--- src/rtl/uart_tx_mmio.sv ---
// Memory-mapped 8N1 UART transmitter: a 1 KB bus page with TXDATA/STATUS/DIVISOR/CTRL,
// a small byte FIFO and a serialiser with a programmable bit period of DIVISOR+1 clocks.
module uart_tx_mmio #(
    parameter int          FIFO_DEPTH = 8,
    parameter logic [15:0] DIV_RESET  = 16'd433,
    parameter logic [21:0] BASE_PAGE  = 22'd2
) (
    input  logic        clk,
    input  logic        rstn,
    input  logic [31:0] data_addr,
    input  logic [3:0]  datamem_wr,
    input  logic [7:0]  data_wr0,
    input  logic [7:0]  data_wr1,
    input  logic [7:0]  data_wr2,
    input  logic [7:0]  data_wr3,
    output logic [31:0] data_rd,
    output logic        uart_tx,
    output logic        irq
);

    localparam int AW = $clog2(FIFO_DEPTH);
    localparam int CW = AW + 1;

    typedef enum logic [1:0] {IDLE, START, DATA, STOP} state_t;

    logic          sel;
    logic          wr_txdata, wr_status, wr_ctrl, wr_div_lo, wr_div_hi;
    logic          push_ok, pop;
    logic          full, empty, busy, baud_done;
    logic [CW-1:0] count;
    logic [AW-1:0] wr_ptr, rd_ptr;
    logic [7:0]    mem [FIFO_DEPTH];
    logic          ovf, tx_en, irq_en;
    logic [15:0]   divisor;
    state_t        state;
    logic [2:0]    bit_cnt;
    logic [15:0]   baud_cnt;
    logic [7:0]    shifter;
    logic          unused_ok;

    assign unused_ok = ^{data_addr[9:4], data_addr[1:0], datamem_wr[3:2], data_wr2, data_wr3};

    assign sel       = (data_addr[31:10] == BASE_PAGE);
    assign wr_txdata = sel && datamem_wr[0] && (data_addr[3:2] == 2'd0);
    assign wr_status = sel && datamem_wr[0] && (data_addr[3:2] == 2'd1);
    assign wr_div_lo = sel && datamem_wr[0] && (data_addr[3:2] == 2'd2);
    assign wr_div_hi = sel && datamem_wr[1] && (data_addr[3:2] == 2'd2);
    assign wr_ctrl   = sel && datamem_wr[0] && (data_addr[3:2] == 2'd3);

    assign full      = (count == CW'(FIFO_DEPTH));
    assign empty     = (count == '0);
    assign busy      = (state != IDLE);
    assign baud_done = (baud_cnt == 16'd0);

    // A full FIFO drops the push even when the serialiser pops in the same cycle.
    assign push_ok = wr_txdata && !full;
    assign pop     = tx_en && !empty && ((state == IDLE) || (state == STOP && baud_done));

    assign irq = irq_en && empty && !busy;

    // NOTE: the FIFO storage has no reset; validity is tracked by the pointers and count.
    always_ff @(posedge clk) begin
        if (push_ok) mem[wr_ptr] <= data_wr0;
    end

    always_ff @(posedge clk) begin
        if (!rstn) begin
            wr_ptr  <= '0;
            rd_ptr  <= '0;
            count   <= '0;
            ovf     <= 1'b0;
            divisor <= DIV_RESET;
            tx_en   <= 1'b1;
            irq_en  <= 1'b0;
        end else begin
            if (push_ok) wr_ptr <= wr_ptr + AW'(1);
            if (pop)     rd_ptr <= rd_ptr + AW'(1);
            case ({push_ok, pop})
                2'b10:   count <= count + CW'(1);
                2'b01:   count <= count - CW'(1);
                default: count <= count;
            endcase
            if (wr_status && data_wr0[3]) ovf <= 1'b0;
            if (wr_txdata && full)        ovf <= 1'b1;
            if (wr_div_lo) divisor[7:0]  <= data_wr0;
            if (wr_div_hi) divisor[15:8] <= data_wr1;
            if (wr_ctrl) begin
                tx_en  <= data_wr0[0];
                irq_en <= data_wr0[1];
            end
        end
    end

    // baud_cnt reloads from the live divisor at every bit boundary.
    always_ff @(posedge clk) begin
        if (!rstn) begin
            state    <= IDLE;
            uart_tx  <= 1'b1;
            bit_cnt  <= 3'd0;
            baud_cnt <= 16'd0;
            shifter  <= 8'd0;
        end else begin
            case (state)
                IDLE: begin
                    uart_tx <= 1'b1;
                    if (pop) begin
                        shifter  <= mem[rd_ptr];
                        baud_cnt <= divisor;
                        uart_tx  <= 1'b0;
                        state    <= START;
                    end
                end
                START: begin
                    if (baud_done) begin
                        uart_tx  <= shifter[0];
                        bit_cnt  <= 3'd0;
                        baud_cnt <= divisor;
                        state    <= DATA;
                    end else begin
                        baud_cnt <= baud_cnt - 16'd1;
                    end
                end
                DATA: begin
                    if (baud_done) begin
                        baud_cnt <= divisor;
                        if (bit_cnt == 3'd7) begin
                            uart_tx <= 1'b1;
                            state   <= STOP;
                        end else begin
                            shifter <= shifter >> 1;
                            uart_tx <= shifter[1];
                            bit_cnt <= bit_cnt + 3'd1;
                        end
                    end else begin
                        baud_cnt <= baud_cnt - 16'd1;
                    end
                end
                STOP: begin
                    if (baud_done) begin
                        if (pop) begin
                            shifter  <= mem[rd_ptr];
                            baud_cnt <= divisor;
                            uart_tx  <= 1'b0;
                            state    <= START;
                        end else begin
                            uart_tx <= 1'b1;
                            state   <= IDLE;
                        end
                    end else begin
                        baud_cnt <= baud_cnt - 16'd1;
                    end
                end
                default: state <= IDLE;
            endcase
        end
    end

    // NOTE: every path assigns data_rd, so no latch is inferred.
    always_comb begin
        data_rd = 32'd0;
        if (sel) begin
            case (data_addr[3:2])
                2'd1:    data_rd = {24'd0, 4'(count), ovf, busy, empty, full};
                2'd2:    data_rd = {16'd0, divisor};
                2'd3:    data_rd = {30'd0, irq_en, tx_en};
                default: data_rd = 32'd0;
            endcase
        end
    end

endmodule

--- config.mk ---
export PLATFORM = sky130hd
export DESIGN_NAME = uart_tx_mmio
export DESIGN_NICKNAME = d
export VERILOG_FILES = /design/src/rtl/uart_tx_mmio.sv
export SDC_FILE = /design/constraint.sdc
export NUM_CORES = 1
export LEC_CHECK = 0
export BUFFER_PORTS_ARGS = -buffer_cell sky130_fd_sc_hd__clkbuf_2
export CAP_MARGIN = 20
export CORE_AREA = 3 3 118 120
export CTS_CLUSTER_SIZE = 24
export DETAILED_ROUTE_END_ITERATION = 10
export DIE_AREA = 0 0 121 123
export HOLD_SLACK_MARGIN = 0.15
export PLACE_DENSITY = 0.67
export SLEW_MARGIN = 20
export SYNTH_ARGS = -nofsm -noshare
export SYNTH_HDL_FRONTEND = slang
export SYNTH_SLANG_ARGS = --single-unit
--- constraint.sdc ---
create_clock -name clk -period 3.6 [get_ports clk]
set_input_delay 0.36 -clock clk [delete_from_list [all_inputs] [get_ports clk]]
set_output_delay 0.36 -clock clk [all_outputs]
set_load 0.05 [all_outputs]
==> impl_metrics.tcl <==
set metrics [dict create \
    cts_tree "yes" \
    htree_levels 4 \
    drtAntennaViolNets 0 \
    seq_power_share_pct 46.1 \
    r2r-start "baud_cnt[0]" \
    portBuffers 61 \
    clock-sinks 126 \
    track_usage_pct 20.2 \
    drtIter0Drc 332 \
    die_w_microns 121 \
    slew_viol_final 0 \
    hpwl_mm 9.94 \
    skew_ns 0.00985 \
    grt-ovfl-total 0 \
    drive_gt1_share_pct 25.3 \
    crit_path_start "baud_cnt[0]" \
    p_leak_nw 2.71 \
    drc 0 \
    cp_max_fo 5 \
    r2r_slack_ns 0.61 \
    synth.distinct_cells 80 \
    numCtsBuffers 17 \
    tightest_slew_ns 0.817 \
    grt_max_degree 38 \
    outcome "complete, no violations" \
    core_area_sq_um 13100 \
    timing.final.crit_share_pct 83.0 \
    wl_per_cell_microns 17.8 \
    dr.pass1.iters 5 \
    startpoint_type "register" \
    setup_viol 0 \
    antenna_found_initial 0 \
    areaGrowthSynthToFinish_pct 16.0 \
    holdWs_ns 0.165 \
    via_per_inst 5.69 \
    comb_power_share_pct 3.3 \
    io_pins 104 \
    irDropWorstVdd_mv 0.347 \
    die_h_microns 123 \
    slew_headroom_pct 44.9 \
    synth_area_per_cell_sq_um 11.5 \
    arrival_ns 3.33 \
    die_area_sq_um 14900 \
    ys_seq_elements 126 \
    fp-row-count 42 \
    maxCapViolations 0 \
    synthArstFlopShare_pct 0 \
    holdPathEnd "divisor[8]" \
    cts.repair.resized 0 \
    nets 706 \
    rsz0062_at_grt "false" \
    clock_latency_ns 0.41 \
    postCtsHoldBufs 0 \
    worstSetupPathType "reg2reg" \
    min_from "data_wr1[0]" \
    whs_path_depth 3 \
    p_sw_share_pct 23.3 \
    finalSetupTns_ns 0 \
    synth-edff-count 64 \
    cts.clk_slew.worst_paths_ns 0.06 \
    p_switching_mw 0.761 \
    cp.required_ns 3.94 \
    ff2ff_path_depth 12 \
    period_minus_slack_ns 2.99 \
    synthesis.area_sq_um 6380 \
    grt_pass1_vias 4389 \
    p_int_mw 2.50 \
    fmax_mhz 335 \
    gp_congestion 0.864 \
    cts_buffer_depth 2 \
    n_antenna_cell 0 \
    critPathCaptureType "register" \
    ys_seq_area_share_pct 49.5 \
    grt_pass1_wl_mm 23.3 \
    regToRegEndpoint "count[3]" \
    wirelength_mm 14.5 \
    via_count 4619 \
    syn_inst 556 \
    cts_root_buf "clkbuf_16" \
    post_cts.repair.setup_buffers 0 \
    synthFlopType "edfxtp_1" \
    power_density_nw_per_um2 440 \
    pwr-share-clk_pct 50.5 \
    yosysWarnings 0 \
    hold_class "in2reg" \
    hold_violations 0 \
    initial_core_util_pct 48.8 \
]
[cell type report]
cell class / instances / area (sq um)
Fill cell: 1065 / 5680
Clock inverter: 15 / 149
Clock buffer: 17 / 425
Inverter: 15 / 56.3
Tap cell: 176 / 220
Multi-Input combinational cell: 387 / 2980
Sequential cell: 126 / 3160
Timing Repair Buffer: 76 / 418
[worst max-delay path, stage by stage (launching register included)]
cell,delay [ns]
dfxtp_1,0.36
inv_1,0.09
ha_1,0.23
nor4bb_1,0.44
a41o_2,0.34
nand2_4,0.12
inv_2,0.09
ha_1,0.24
nor4bb_1,0.31
a21oi_1,0.07
o21a_1,0.18
or3_1,0.30
a21oi_1,0.14
[worst max path at each step]
stage | endpoint | depth (start not counted)
6_report | count[3] | 12
5_1_grt | count[3] | 12
4_1_cts | count[3] | 12
3_5_place_dp | count[2] | 12
3_3_place_gp | count[2] | 12
2_1_floorplan | count[2] | 13
[cells by family (layout without fill, tap and decap cells)]
kind of cell	Yosys count	in the layout	synth area share, %
compound gates	100	100	11.8
xor+xnor	9	9	1.23
fa+ha+maj	13	13	2.55
buf+inv	58	123	4.70
flops	126	126	49.5
mux	58	58	12.4
other cells	1	16	0.0587
simple gates	191	191	17.7
[routing by layer]
layer	global-route usage (%)	wire length, microns
met4	5.81	196
met5	0	0
met2	30.9	6780
met3	4.94	948
met1	28.7	6530
[power groups by stage]
stage | registers [mW] | clock network [mW] | logic [mW]
floorplan | 1.54 | 0 | 0.0774
global placement | 1.54 | 0 | 0.106
detailed placement | 1.54 | 0 | 0.108
CTS | 1.51 | 1.67 | 0.108
global route | 1.50 | 1.75 | 0.118
finish | 1.51 | 1.65 | 0.108
[synth_stat cells, types with 4 or more instances]
cell | number | area [sq um]
edfxtp_1 | 64 | 1920
dfxtp_1 | 62 | 1240
nor2_1 | 51 | 191
nand2_1 | 47 | 176
mux2i_1 | 34 | 340
a21oi_1 | 19 | 95.1
buf_4 | 18 | 135
clkbuf_1 | 17 | 63.8
mux4_2 | 16 | 360
nand2b_1 | 16 | 100
ha_1 | 13 | 163
inv_1 | 13 | 48.8
o21ai_0 | 13 | 65.1
a22oi_1 | 10 | 75.1
and2_1 | 10 | 62.6
nor3_1 | 10 | 50.1
o211ai_1 | 10 | 75.1
mux2_2 | 8 | 90.1
nor4_4 | 7 | 149
buf_2 | 6 | 30.0
or3_1 | 6 | 37.5
a31oi_1 | 5 | 31.3
nand3_1 | 5 | 25.0
xnor2_1 | 5 | 43.8
nand4_1 | 4 | 25.0
nor4_1 | 4 | 25.0
xor2_1 | 4 | 35.0
[cell usage in the layout (no fill, tap or decap), types with 6 or more instances in the layout]
cell type and count:
and2_1 10, a22oi_1 10, mux4_2 16, edfxtp_1 64, conb_1 16, o21ai_0 13, mux2i_1 34, buf_4 15
mux2_2 8, clkbuf_16 17, o211ai_1 10, nor2_1 51, inv_6 8, dfxtp_1 62, nand2_1 47, nor3_1 10
or3_1 6, clkbuf_2 61, nor4_4 7, ha_1 13, inv_1 13, nand2b_1 16, a21oi_1 19
[sequential cells by signal, indices dropped and copies added (netlist names), 2 cells and up, named ones only]
| register | count |
|---|---|
| mem | 64 |
| baud_cnt | 16 |
| divisor | 16 |
| shifter | 8 |
| count | 4 |
| bit_cnt | 3 |
| rd_ptr | 3 |
| wr_ptr | 3 |
| state | 2 |
[stage by stage]
stage | utilization, % | cells | instance area (sq um) | setup slack, ns | power [mW]
after floorplan | - | 571 | 6440 | 0.804 | 1.61
after global placement | 52.2 | 780 | 6840 | 0.596 | 1.64
after detailed placement | 52.2 | 780 | 6840 | 0.531 | 1.64
after CTS | 56.6 | 812 | 7410 | 0.619 | 3.29
after global routing | 56.6 | 812 | 7410 | 0.411 | 3.37
final | 56.6 | 812 | 7410 | 0.613 | 3.26
No activity file was read; power rests on OpenSTA's default activity.
